[config.mk]
export PLATFORM = sky130hd
export DESIGN_NAME = cpu_control_unit
export DESIGN_NICKNAME = d
export VERILOG_FILES = /design/src/rtl/cpu_control_unit.sv
export SDC_FILE = /design/constraint.sdc
export NUM_CORES = 1
export LEC_CHECK = 0
export CAP_MARGIN = 20
export CORE_AREA = 8 8 45 47
export DETAILED_ROUTE_END_ITERATION = 10
export DIE_AREA = 0 0 53 55
export DONT_BUFFER_PORTS = 1
export HOLD_SLACK_MARGIN = 0.06
export PLACE_DENSITY = 0.43
export SYNTH_ARGS = -nofsm -noshare
export SYNTH_HDL_FRONTEND = slang
export SYNTH_SLANG_ARGS = --single-unit
[constraint.sdc]
create_clock -name Clk -period 1.8 [get_ports Clk]
set_clock_uncertainty 0.1 [all_clocks]
set_input_delay 0.36 -clock Clk [delete_from_list [all_inputs] [get_ports Clk]]
set_output_delay 0.36 -clock Clk [all_outputs]
set_load 0.05 [all_outputs]
[src/rtl/cpu_control_unit.sv]
// rtl/cpu_control_unit.sv - instruction sequencing FSM for the 4-bit/8-bit teaching CPU
module cpu_control_unit #(
    parameter logic [1:0] START_SEL    = 2'b10,
    parameter int         NOP_ON_UNDEF = 1
) (
    input  logic       Clk,
    input  logic       Reset,
    input  logic       Run,
    input  logic [3:0] IRCU,
    input  logic       Zflag,
    output logic       IRload,
    output logic       PCload,
    output logic [1:0] JSM,
    output logic       ANSload,
    output logic       Aload,
    output logic       Bload,
    output logic       select_mode,
    output logic [2:0] ALUsel,
    output logic       OUTload,
    output logic       Halted,
    output logic [2:0] State
);
    typedef enum logic [2:0] {
        S_START  = 3'd0,
        S_FETCH  = 3'd1,
        S_LOADIR = 3'd2,
        S_DECODE = 3'd3,
        S_EXEC   = 3'd4,
        S_HALT   = 3'd5
    } state_t;

    state_t state_q, state_d;

    always_ff @(posedge Clk) begin
        if (!Reset) state_q <= S_START;
        else        state_q <= state_d;
    end

    assign State = state_q;

    always_comb begin
        state_d     = state_q;
        IRload      = 1'b0;
        PCload      = 1'b0;
        JSM         = 2'b00;
        ANSload     = 1'b0;
        Aload       = 1'b0;
        Bload       = 1'b0;
        select_mode = 1'b0;
        ALUsel      = 3'b000;
        OUTload     = 1'b0;
        Halted      = 1'b0;
        case (state_q)
            S_START: begin
                PCload  = 1'b1;
                JSM     = START_SEL;
                state_d = S_FETCH;
            end
            S_FETCH: begin
                if (Run) state_d = S_LOADIR;
            end
            S_LOADIR: begin
                IRload  = 1'b1;
                state_d = S_DECODE;
            end
            S_DECODE: begin
                // Jumps resolve here and skip EXEC; everything else advances PC and runs EXEC.
                case (IRCU)
                    4'b1000: begin
                        PCload  = 1'b1;
                        JSM     = 2'b01;
                        state_d = S_FETCH;
                    end
                    4'b1001: begin
                        PCload  = 1'b1;
                        JSM     = Zflag ? 2'b01 : 2'b00;
                        state_d = S_FETCH;
                    end
                    4'b1010: begin
                        PCload  = 1'b1;
                        JSM     = Zflag ? 2'b00 : 2'b01;
                        state_d = S_FETCH;
                    end
                    4'b1111: state_d = S_HALT;
                    4'b1100, 4'b1101, 4'b1110: begin
                        if (NOP_ON_UNDEF != 0) begin
                            PCload  = 1'b1;
                            state_d = S_EXEC;
                        end else begin
                            state_d = S_HALT;
                        end
                    end
                    default: begin
                        PCload  = 1'b1;
                        state_d = S_EXEC;
                    end
                endcase
            end
            S_EXEC: begin
                state_d = S_FETCH;
                case (IRCU)
                    4'b0001: begin
                        Aload       = 1'b1;
                        select_mode = 1'b1;
                    end
                    4'b0010: begin
                        Bload       = 1'b1;
                        select_mode = 1'b1;
                    end
                    4'b0011: ANSload = 1'b1;
                    4'b0100: begin
                        ANSload = 1'b1;
                        ALUsel  = 3'b001;
                    end
                    4'b0101: begin
                        ANSload = 1'b1;
                        ALUsel  = 3'b010;
                    end
                    4'b0110: begin
                        ANSload = 1'b1;
                        ALUsel  = 3'b011;
                    end
                    4'b0111: begin
                        ANSload = 1'b1;
                        ALUsel  = 3'b100;
                    end
                    4'b1011: OUTload = 1'b1;
                    default: ;
                endcase
            end
            S_HALT: Halted = 1'b1;
            default: state_d = S_START;
        endcase
        // Reset masks every output immediately, even before the state register clears.
        if (!Reset) begin
            IRload      = 1'b0;
            PCload      = 1'b0;
            JSM         = 2'b00;
            ANSload     = 1'b0;
            Aload       = 1'b0;
            Bload       = 1'b0;
            select_mode = 1'b0;
            ALUsel      = 3'b000;
            OUTload     = 1'b0;
            Halted      = 1'b0;
        end
    end
endmodule

# Yosys cells after proc, flatten, opt, wreduce, memory -nomap -nowiden

Index checks and enable logic that the tools add are counted.

Eq/ne operators: 18
Mux-type cells: 33
Bitwise operators: 1
Reductions and logical operators: 6

Operators by type and width:

| operator             | count |
|---|---|
| $mux W1              | 23 |
| $eq A4 B4 Y1 const B | 5 |
| $eq A4 B3 Y1 const B | 4 |
| $pmux W3 S5          | 1 |
| $pmux W3 S4          | 1 |
| $mux W3              | 3 |
| $eq A4 B2 Y1 const B | 2 |
| $eq A3 B2 Y1 const B | 2 |
| $eq A3 B3 Y1 const B | 2 |
| $pmux W3 S2          | 1 |
| $reduce_or A5 Y1     | 1 |
| $eq A4 B1 Y1 const B | 1 |
| $pmux W2 S2          | 1 |
| $reduce_or A2 Y1     | 2 |
| $eq A3 B1 Y1 const B | 1 |
| $logic_not A3 Y1     | 1 |
| $pmux W1 S3          | 1 |
| $reduce_or A3 Y1     | 1 |
| $mux W2              | 1 |
| $ne A2 B2 Y1 const B | 1 |
| $pmux W1 S2          | 1 |
| $reduce_and A2 Y1    | 1 |
| $not A1 Y1           | 1 |

Flip-flop bits (word level): 3
Input port bits: 8
Output and inout port bits: 16

# Logic depth before layout (Yosys ltp)

Depth in word-level cells: 5
Mapped depth: 4
Mapped depth without buffers: 3

# Worst setup path before layout

Ideal clock, no wire load.

Path type: reg-to-output
Start: register state_q[1] (netlist: State[1])
End: output OUTload
Arrival time: 2.475 ns
Setup slack: -1.135 ns
Cell stages (with the launch flop): 4
Path buffers: 1
Path through: dfxtp_1 -> buf_6 -> or2_4 -> nor4_1

Cells in the longest elaborated chain, start to end: 3

RTL lines:

| item                     | RTL line | RTL |
|---|---|---|
| start: declaration       | 32       | `state_t state_q, state_d;` |
| start signal: assignment | 36       | `else state_q <= state_d;` |
| $eq A3 B3 Y1             | 53       | `case (state_q)` |
| $mux W1                  | 53       |  |
| $mux W1                  | 135      | `if (!Reset) begin` |
| end: declaration         | 19       | `output logic OUTload,` |

Every way passes these cells.

# Final worst setup path

Start: register state_q[1] (netlist: State[1])
End: output Bload

Cells in the longest elaborated chain, start to end: 3

RTL lines:

| item             | RTL line | RTL |
|---|---|---|
| $eq A3 B3 Y1     | 53       |  |
| $mux W1          | 53       |  |
| $mux W1          | 135      |  |
| end: declaration | 16       | `output logic Bload,` |

Every way passes these cells.

==> impl_metrics.csv <==
group,metric,value,unit
pwr,power_frac_comb,40.7,%
placed_design,place_inst,76,
pwr,p_int,207,uW
cts,cts_max_path_buffers,2,
drt,dr.pass1.iters,4,
synth,ys_async_sr_fraction,0,%
pwr,power_density,425,nW/um^2
global_routing,grt_pass1_wl,2110,microns
sta,layout_setup_ws,-0.363,ns
global_routing,antenna_found_initial,0,
critical_path,crit_buf_inv,1,
sta,period_share,120,%
drt,drc,0,
cells_and_area,layout-drive-gt1-share,68.2,%
floorplanning,fp.dieW,53,microns
sta,rsz0062_at_grt,"true",
cts,cts_tree,"built",
sta,hold_violations,0,
floorplanning,dieArea,2920,sq um
synth,synth_ff_type,"dfxtp_1",
drt,via_count,416,
critical_path,max_stage_delay,0.42,ns
drt,wl_per_cell,16.0,microns
pwr,swShare,36.4,%
sta,fmax,0.462,GHz
sta,worstMarginPinSlew,0.461,ns
cts,hold_buffers,0,
cts,clock_latency,0.23,ns
pwr,clkPwrFrac,36.6,%
cells_and_area,layout_common_cells,"buf_12 (8), buf_4 (8), nor2_4 (5)",
pwr,p_leak,0.280,nW
drt,ant_nets,0,
floorplanning,row_count,14,
synth,ys_warn_count,0,
status,violations,"setup timing",
global_routing,first_global_vias,475,
synth,yosys_register_bits,3,
drt,vias_per_cell,5.07,
synth,syn_area,335,sq um
cells_and_area,fillers,138,
cells_and_area,antennaDiodeCount,0,
sta,report.final.slew_viol_count,0,
synth,syn_avg_cell_area,7.62,sq um
pwr,worst_ir_drop_vdd,177,uV
drt,drt_iter0_drc,4,
critical_path,end_kind,"output port",
cts,clk_pin_slew,0.04,ns
pwr,total_power,325,uW
cells_and_area,post-route-util,55.2,%
floorplanning,start_util,24.2,%
critical_path,worstSetupStartpointType,"register",
sta,period_needed,2.16,ns
floorplanning,ios,24,
critical_path,path_cells,"or2_4 > or3_4 > nor4b_4 > buf_12",
synth,synth_cell_types,25,
global_routing,grt_overflow,0,
sta,fin_hold_ws,0.152,ns
critical_path,cp_max_fo,4,
critical_path,r2r_slack,0.53,ns
cells_and_area,layout.cells.non_filler,82,
synth,synth_edf_count,0,
cts,cts.sinks,3,
pwr,power_frac_seq,22.7,%
cts,cts.root.buffer_cell,"clkbuf_4",
placed_design,dp_slack,-0.183,ns
cts,cts_made_buffers,3,
global_routing,track_usage,9.79,%
placed_design,place_hpwl,1020,microns
sta,slew_headroom,69.0,%
sta,setup_violations,11,
critical_path,crit_type,"register to output port",
critical_path,slowest_stage,"or3_4",
status,status,"finished, violations left",
critical_path,arrival,1.70,ns
critical_path,crit_required,1.34,ns
synth,synth_seq_area_share,17.9,%
placed_design,place_congestion,0.735,
global_routing,grt_max_degree,10,
synth,synth_cells,44,
worst_hold_path,min_path_type,"input port to register",
floorplanning,core,1380,sq um
pwr,p_switching,118,uW
job,maxCapViolations,0,
cells_and_area,nets,75,
synth,syn_nets,52,
cells_and_area,largest_reg_flops,3,
floorplanning,fp.dieH,55,microns
cells_and_area,area_growth,128,%
critical_path,crit_family,"simple AND/OR/NAND/NOR gates",
drt,drt_wl_total,1310,microns
placed_design,portBuffers,0,
cts,cts-htree-levels,1,
==> power groups by stage <==
stage / Clock [mW] / Sequential, mW / Combinational, mW
6_report: 0.119 / 0.0739 / 0.132
5_1_grt: 0.135 / 0.0745 / 0.140
4_1_cts: 0.123 / 0.0741 / 0.113
3_5_place_dp: 0 / 0.0750 / 0.111
3_3_place_gp: 0 / 0.0746 / 0.110
2_1_floorplan: 0 / 0.0920 / 0.0767
==> metal layers <==
metal | track usage [%] | routed length, microns | up-vias
met5 | 0 | 0 | -
met4 | 5.17 | 10 | 0
met1 | 9.89 | 468 | 189
li1 | - | - | 208
met3 | 6.95 | 195 | 2
met2 | 14.8 | 638 | 17
==> metrics by stage <==
step	instance area, sq um	setup TNS, ns
after global placement	668	-0.650
final	764	-2.69
after detailed placement	668	-0.670
after floorplan	449	-3.67
after CTS	714	-2.70
after global routing	764	-3.32
==> cell families (layout without fill, tap and decap cells) <==
| family | count (synthesis) | after routing | synth area share [%] |
|---|---|---|---|
| AO/OA/AOI/OAI | 7 | 7 | 11.9 |
| multiplexers | 1 | 1 | 3.36 |
| buffers and inverters | 2 | 24 | 4.48 |
| AND/OR/NAND/NOR | 30 | 30 | 59.7 |
| flip-flops | 3 | 3 | 17.9 |
| XOR/XNOR | 1 | 1 | 2.61 |
==> synthesized netlist by cell type, types with 2 or more instances <==
master | n | area [sq um]
o21ai_0 | 2 | 10.0
a21oi_1 | 4 | 20.0
nor4_1 | 2 | 12.5
nor4b_2 | 2 | 30.0
dfxtp_1 | 3 | 60.1
nand2b_1 | 3 | 18.8
nand2_1 | 4 | 15.0
nor2_1 | 7 | 26.3
==> what timing repair did <==
item / CTS / global route
buffers inserted: 1 / 1
resized for setup: 3 / 9
endpoints found under the hold margin: 0 / 0
setup endpoints to repair: 12 / 11
pin swaps: 3 / 1
==> worst paths after layout <==
kind / start / endpoint / cells past startpoint
max reg2reg: State[1] / State[0] / 4
max: State[1] / Bload / 4
min reg2reg: State[2] / State[2] / 3
min: Reset / State[2] / 2
==> layout make-up <==
class / instances / area (sq um) / share of cell area, %
flip-flops and latches: 3 / 66.3 / 8.67
multi-input cells: 39 / 387 / 50.6
repair buffers: 20 / 265 / 34.7
clock buffers: 4 / 26.3 / 3.44
well taps: 16 / 20.0 / 2.62
(Power assumes the default switching activity.)
